--- config.mk ---
export PLATFORM = sky130hd
export DESIGN_NAME = gpio_shiftout
export DESIGN_NICKNAME = d
export VERILOG_FILES = /design/src/rtl/gpio_shiftout.sv
export SDC_FILE = /design/constraint.sdc
export NUM_CORES = 1
export LEC_CHECK = 0
export ABC_CLOCK_PERIOD_IN_PS = 4000
export CAP_MARGIN = 15
export CORE_MARGIN = 2
export CORE_UTILIZATION = 52
export DETAILED_ROUTE_END_ITERATION = 7
export PLACE_DENSITY = 0.88
export SLEW_MARGIN = 20
export SYNTH_ARGS = -nofsm -noshare
export SYNTH_HDL_FRONTEND = slang
export SYNTH_SLANG_ARGS = --single-unit
--- constraint.sdc ---
create_clock -name clk -period 4 [get_ports clk]
set_input_delay 0.4 -clock clk [delete_from_list [all_inputs] [get_ports clk]]
set_output_delay 0.4 -clock clk [all_outputs]
set_load 0.005 [all_outputs]
--- src/rtl/gpio_shiftout.sv ---
// gpio_shiftout: shifts each new data_in word MSB first onto a 74HC595-style chain, then strobes latch.
// Optional macro GPIO_SHIFTOUT_OE_EN keeps oe_n high until the first frame has been latched.
module gpio_shiftout #(
    parameter int WIDTH   = 32,
    parameter int CLK_DIV = 4
) (
    input  logic             clk,
    input  logic             reset,
    input  logic [WIDTH-1:0] data_in,
    output logic             sclk,
    output logic             sdata,
    output logic             latch,
    output logic             oe_n,
    output logic             busy,
    output logic             frame_done
);
    localparam int BW = WIDTH > 1 ? $clog2(WIDTH) : 1;
    localparam int DW = CLK_DIV > 1 ? $clog2(CLK_DIV) : 1;

    typedef enum logic [1:0] {IDLE, SHIFT_LO, SHIFT_HI, LATCH} state_t;

    state_t           state;
    logic [WIDTH-1:0] shadow;
    logic             force_tx;
    logic [BW-1:0]    bit_cnt;
    logic [DW-1:0]    div_cnt;
    logic             div_end;

    assign div_end = div_cnt == DW'(CLK_DIV - 1);

`ifdef GPIO_SHIFTOUT_OE_EN
    logic oe_q;
    assign oe_n = oe_q;
`else
    assign oe_n = 1'b0;
`endif

    // Outputs are registered and set on each state transition so they line up with the state.
    always_ff @(posedge clk) begin
        if (reset) begin
            state      <= IDLE;
            shadow     <= '0;
            force_tx   <= 1'b1;
            bit_cnt    <= '0;
            div_cnt    <= '0;
            sclk       <= 1'b0;
            sdata      <= 1'b0;
            latch      <= 1'b0;
            busy       <= 1'b0;
            frame_done <= 1'b0;
`ifdef GPIO_SHIFTOUT_OE_EN
            oe_q       <= 1'b1;
`endif
        end else begin
            frame_done <= 1'b0;
            case (state)
                IDLE: begin
                    if (force_tx || data_in != shadow) begin
                        shadow  <= data_in;
                        bit_cnt <= BW'(WIDTH - 1);
                        div_cnt <= '0;
                        busy    <= 1'b1;
                        sdata   <= data_in[WIDTH-1];
                        state   <= SHIFT_LO;
                    end
                end
                SHIFT_LO: begin
                    if (div_end) begin
                        div_cnt <= '0;
                        sclk    <= 1'b1;
                        state   <= SHIFT_HI;
                    end else begin
                        div_cnt <= div_cnt + 1'b1;
                    end
                end
                SHIFT_HI: begin
                    if (div_end) begin
                        div_cnt <= '0;
                        sclk    <= 1'b0;
                        if (bit_cnt == '0) begin
                            sdata <= 1'b0;
                            latch <= 1'b1;
                            state <= LATCH;
                        end else begin
                            bit_cnt <= bit_cnt - 1'b1;
                            sdata   <= shadow[bit_cnt - 1'b1];
                            state   <= SHIFT_LO;
                        end
                    end else begin
                        div_cnt <= div_cnt + 1'b1;
                    end
                end
                LATCH: begin
                    if (div_end) begin
                        div_cnt    <= '0;
                        latch      <= 1'b0;
                        busy       <= 1'b0;
                        frame_done <= 1'b1;
                        force_tx   <= 1'b0;
`ifdef GPIO_SHIFTOUT_OE_EN
                        oe_q       <= 1'b0;
`endif
                        state      <= IDLE;
                    end else begin
                        div_cnt <= div_cnt + 1'b1;
                    end
                end
                default: state <= IDLE;
            endcase
        end
    end
endmodule

==> summary.md <==
| Metric | Value |
|---|---|
| Outcome | `finished clean` |
| RD Place Congestion | `~0.91` |
| Height of the chip | `73.6 µm` |
| Detailed placement HPWL | `4270 µm` |
| R2R depth | `7` |
| Final instance area | `0.00301 mm²` |
| Port-buffer cells | `38` |
| Synth Area per Inst | `9.30 µm²` |
| Critical Path AT | `2.87 ns` |
| Crit. End Element | `register` |
| Critical setup path kind | `reg -> reg` |
| Ys flop type | `dfxtp_1` |
| Core ar. | `0.00469 mm²` |
| Drt wl/cell | `15.8 µm` |
| Clk buf depth | `2` |
| DR vias | `2062` |
| CTS resizes | `0` |
| # Max-Cap Violations | `0` |
| Starting utilization of the core area | `0.537` |
| Post-synth EDFFs | `0` |
| Synthesized cell area | `0.00252 mm²` |
| DIE AREA | `approximately 0.0054 mm²` |
| RR Startpoint | `bit_cnt[0]` |
| Min Tclk post-route | `between 2 and 3 ns` |
| Vias in the first global route | `1924` |
| Yosys top cell area share | `0.373` |
| Reg-to-reg setup timing slack | `approximately 1.3 ns` |
| DRC | `0` |
| Clock Skew | `0.00633 ns` |
| Startpoint Class | `register` |
| Most frequent cells after synthesis | `47 x dfxtp_1, 42 x nor2_1, 35 x mux2i_1` |
| Die W | `73.6 µm` |
| Row count | `25` |
| Max VDD drop | `178 µV` |
| Final Net Count | `341` |
| Number of buffers created by CTS | `5` |
| Leakage power | `around 1.3 nW` |
| Fin crit share | `0.667` |
| Initial antenna violation count | `0` |
| Area grow syn2layout | `19.5%` |
| Total wire length | `roughly 5700 µm` |
| Pin count of the biggest net entering global routing | `26` |
| GRT overflow | `0` |
| Register area share after synthesis | `0.373` |
| Hold Crit Class | `reg -> reg` |
| Worst Max-Slew Pin Slew | `0.757 ns` |
| Reg-to-Reg End | `sdata` |
| F_max | `375 MHz` |
| Hold Startpoint | `force_tx` |
| DRT iter0 DRCs | `134` |
| DR vias/cell | `5.74` |
| Worst-skew pair later-pin latency | `~0.31 ns` |
| CTS tree | `yes` |
| First-pass GRT wire length | `9340 µm` |
| First drt pass iteration count | `4` |
| I/O pin count | `40` |
| Hold path cells | `2` |
| Cell at the root of the clock tree | `clkbuf_8` |
| Worst-path fanout max | `12` |
| Netlist cell types | `between 40 and 50` |
| Async SR Flop Fraction | `0` |
| WP data required | `4.20 ns` |
| Post-CTS Setup Inserts | `0` |
| Warnings from Yosys | `0` |
| Clock slew at reported path FFs | `0.09 ns` |
| CTS H-tree lvls | `2` |
| Synth area leader | `dfxtp_1` |
| Syn Inst Count | `between 200 and 300` |
| Post-CTS Hold Fix Bufs | `0` |
| Final hold violations | `0` |
| # diodes | `0` |
| PD cells | `~340 mW/mm²` |
| Dominant cell by count in the synthesized netlist | `dfxtp_1` |
| Final setup fails | `0` |
| Placed Area | `0.00293 mm²` |
| Syn nets | `307` |
| Setup TNS | `0 ns` |
| Final Max Slew Viols | `0` |
| RSZ-0062 raised after global routing | `no` |
| Share of cells above drive strength 1 | `0.0656` |
| Slew HR | `0.493` |
| Final core utilization | `0.642` |
| Remaining antenna violation count | `0` |
| Register bit total from synthesis | `47` |
| Gr usage total | `0.228` |
| Top cells by area, synth | `dfxtp_1 37%, mux2i_1 14%, xor2_1 10%` |
| WHS Endpoint | `force_tx` |
| CTS sink cnt | `47` |
-- cell usage in the layout, fill, tap and decap left out, drive strengths merged, types with 7 or more instances in the layout --
cell	count
inv	7
nand3	7
nand2	11
nor2	42
o21ai	10
a21oi	12
xor2	30
clkdlybuf4s50	38
nor4	7
dfxtp	47
mux2i	35
-- registers in the layout, summed over array words and instances, names as in the netlist --
signal,count
latch,1
state,2
force_tx,1
frame_done,1
sdata,1
sclk,1
shadow,32
bit_cnt,5
div_cnt,2
busy,1
-- cell families (layout without fill, tap and decap cells) --
logic type,after synthesis,in the layout,synth area share
muxes,42,42,0.200
other,1,1,0.00149
xor gates and xnor gates,32,32,0.114
and+or+nand+nor,83,83,0.148
buffers and inverters,22,56,0.0452
DFF,47,47,0.373
AOI/OAI and AO/OA,42,42,0.108
adders and majority gates,2,2,0.00992
-- per-layer routing --
layer | up-vias | wire length (µm) | GRT usage
met5 | - | 0 | 0
met4 | 0 | 146 | 0.109
met3 | 12 | 259 | 0.0508
met2 | 53 | 2730 | 0.344
met1 | 969 | 2550 | 0.309
li1 | 1028 | - | -
-- worst max-delay path by stage --
stage | start | end | depth (start not counted)
2_1_floorplan | bit_cnt[0] | sdata | 9
3_3_place_gp | data_in[11] | shadow[0] | 8
3_5_place_dp | data_in[12] | shadow[9] | 8
4_1_cts | bit_cnt[0] | sdata | 7
5_1_grt | bit_cnt[0] | sdata | 7
6_report | bit_cnt[0] | sdata | 7
-- power breakdown --
part	switching [W]	internal [W]	leakage, nW
combinational	0.000101	0.000116	0.869
clock	0.000157	0.000136	0.0470
sequential	0.0000301	0.000496	0.388
total	0.000289	0.000747	1.30
-- through the flow --
stage	std cells	hold slack (ns)	worst slack (ns)	power (W)
2_1_floorplan	271	0.423	1.58	0.000675
3_3_place_gp	352	0.440	1.36	0.000745
3_5_place_dp	352	0.448	1.26	0.000751
4_1_cts	359	0.461	1.36	0.00104
5_1_grt	359	0.481	1.23	0.00109
6_report	359	0.457	1.33	0.00104
-- final cells by class --
class	instances	area, µm²
Sequential cell	47	941
Inverter	7	26.3
Tap cell	54	67.6
Multi-Input combinational cell	202	1480
Clock buffer	6	82.6
Timing Repair Buffer	42	410
Clock inverter	1	5.00
Fill cell	392	1680
-- worst max-delay path, stage by stage, from the launching register on --
cell	delay (ns)
dfxtp_1	0.34
inv_1	0.11
ha_1	0.65
mux4_1	0.64
mux2_2	0.28
a31oi_1	0.16
a2111oi_1	0.10
o31a_1	0.30
Power figures use the tool's default switching activity.
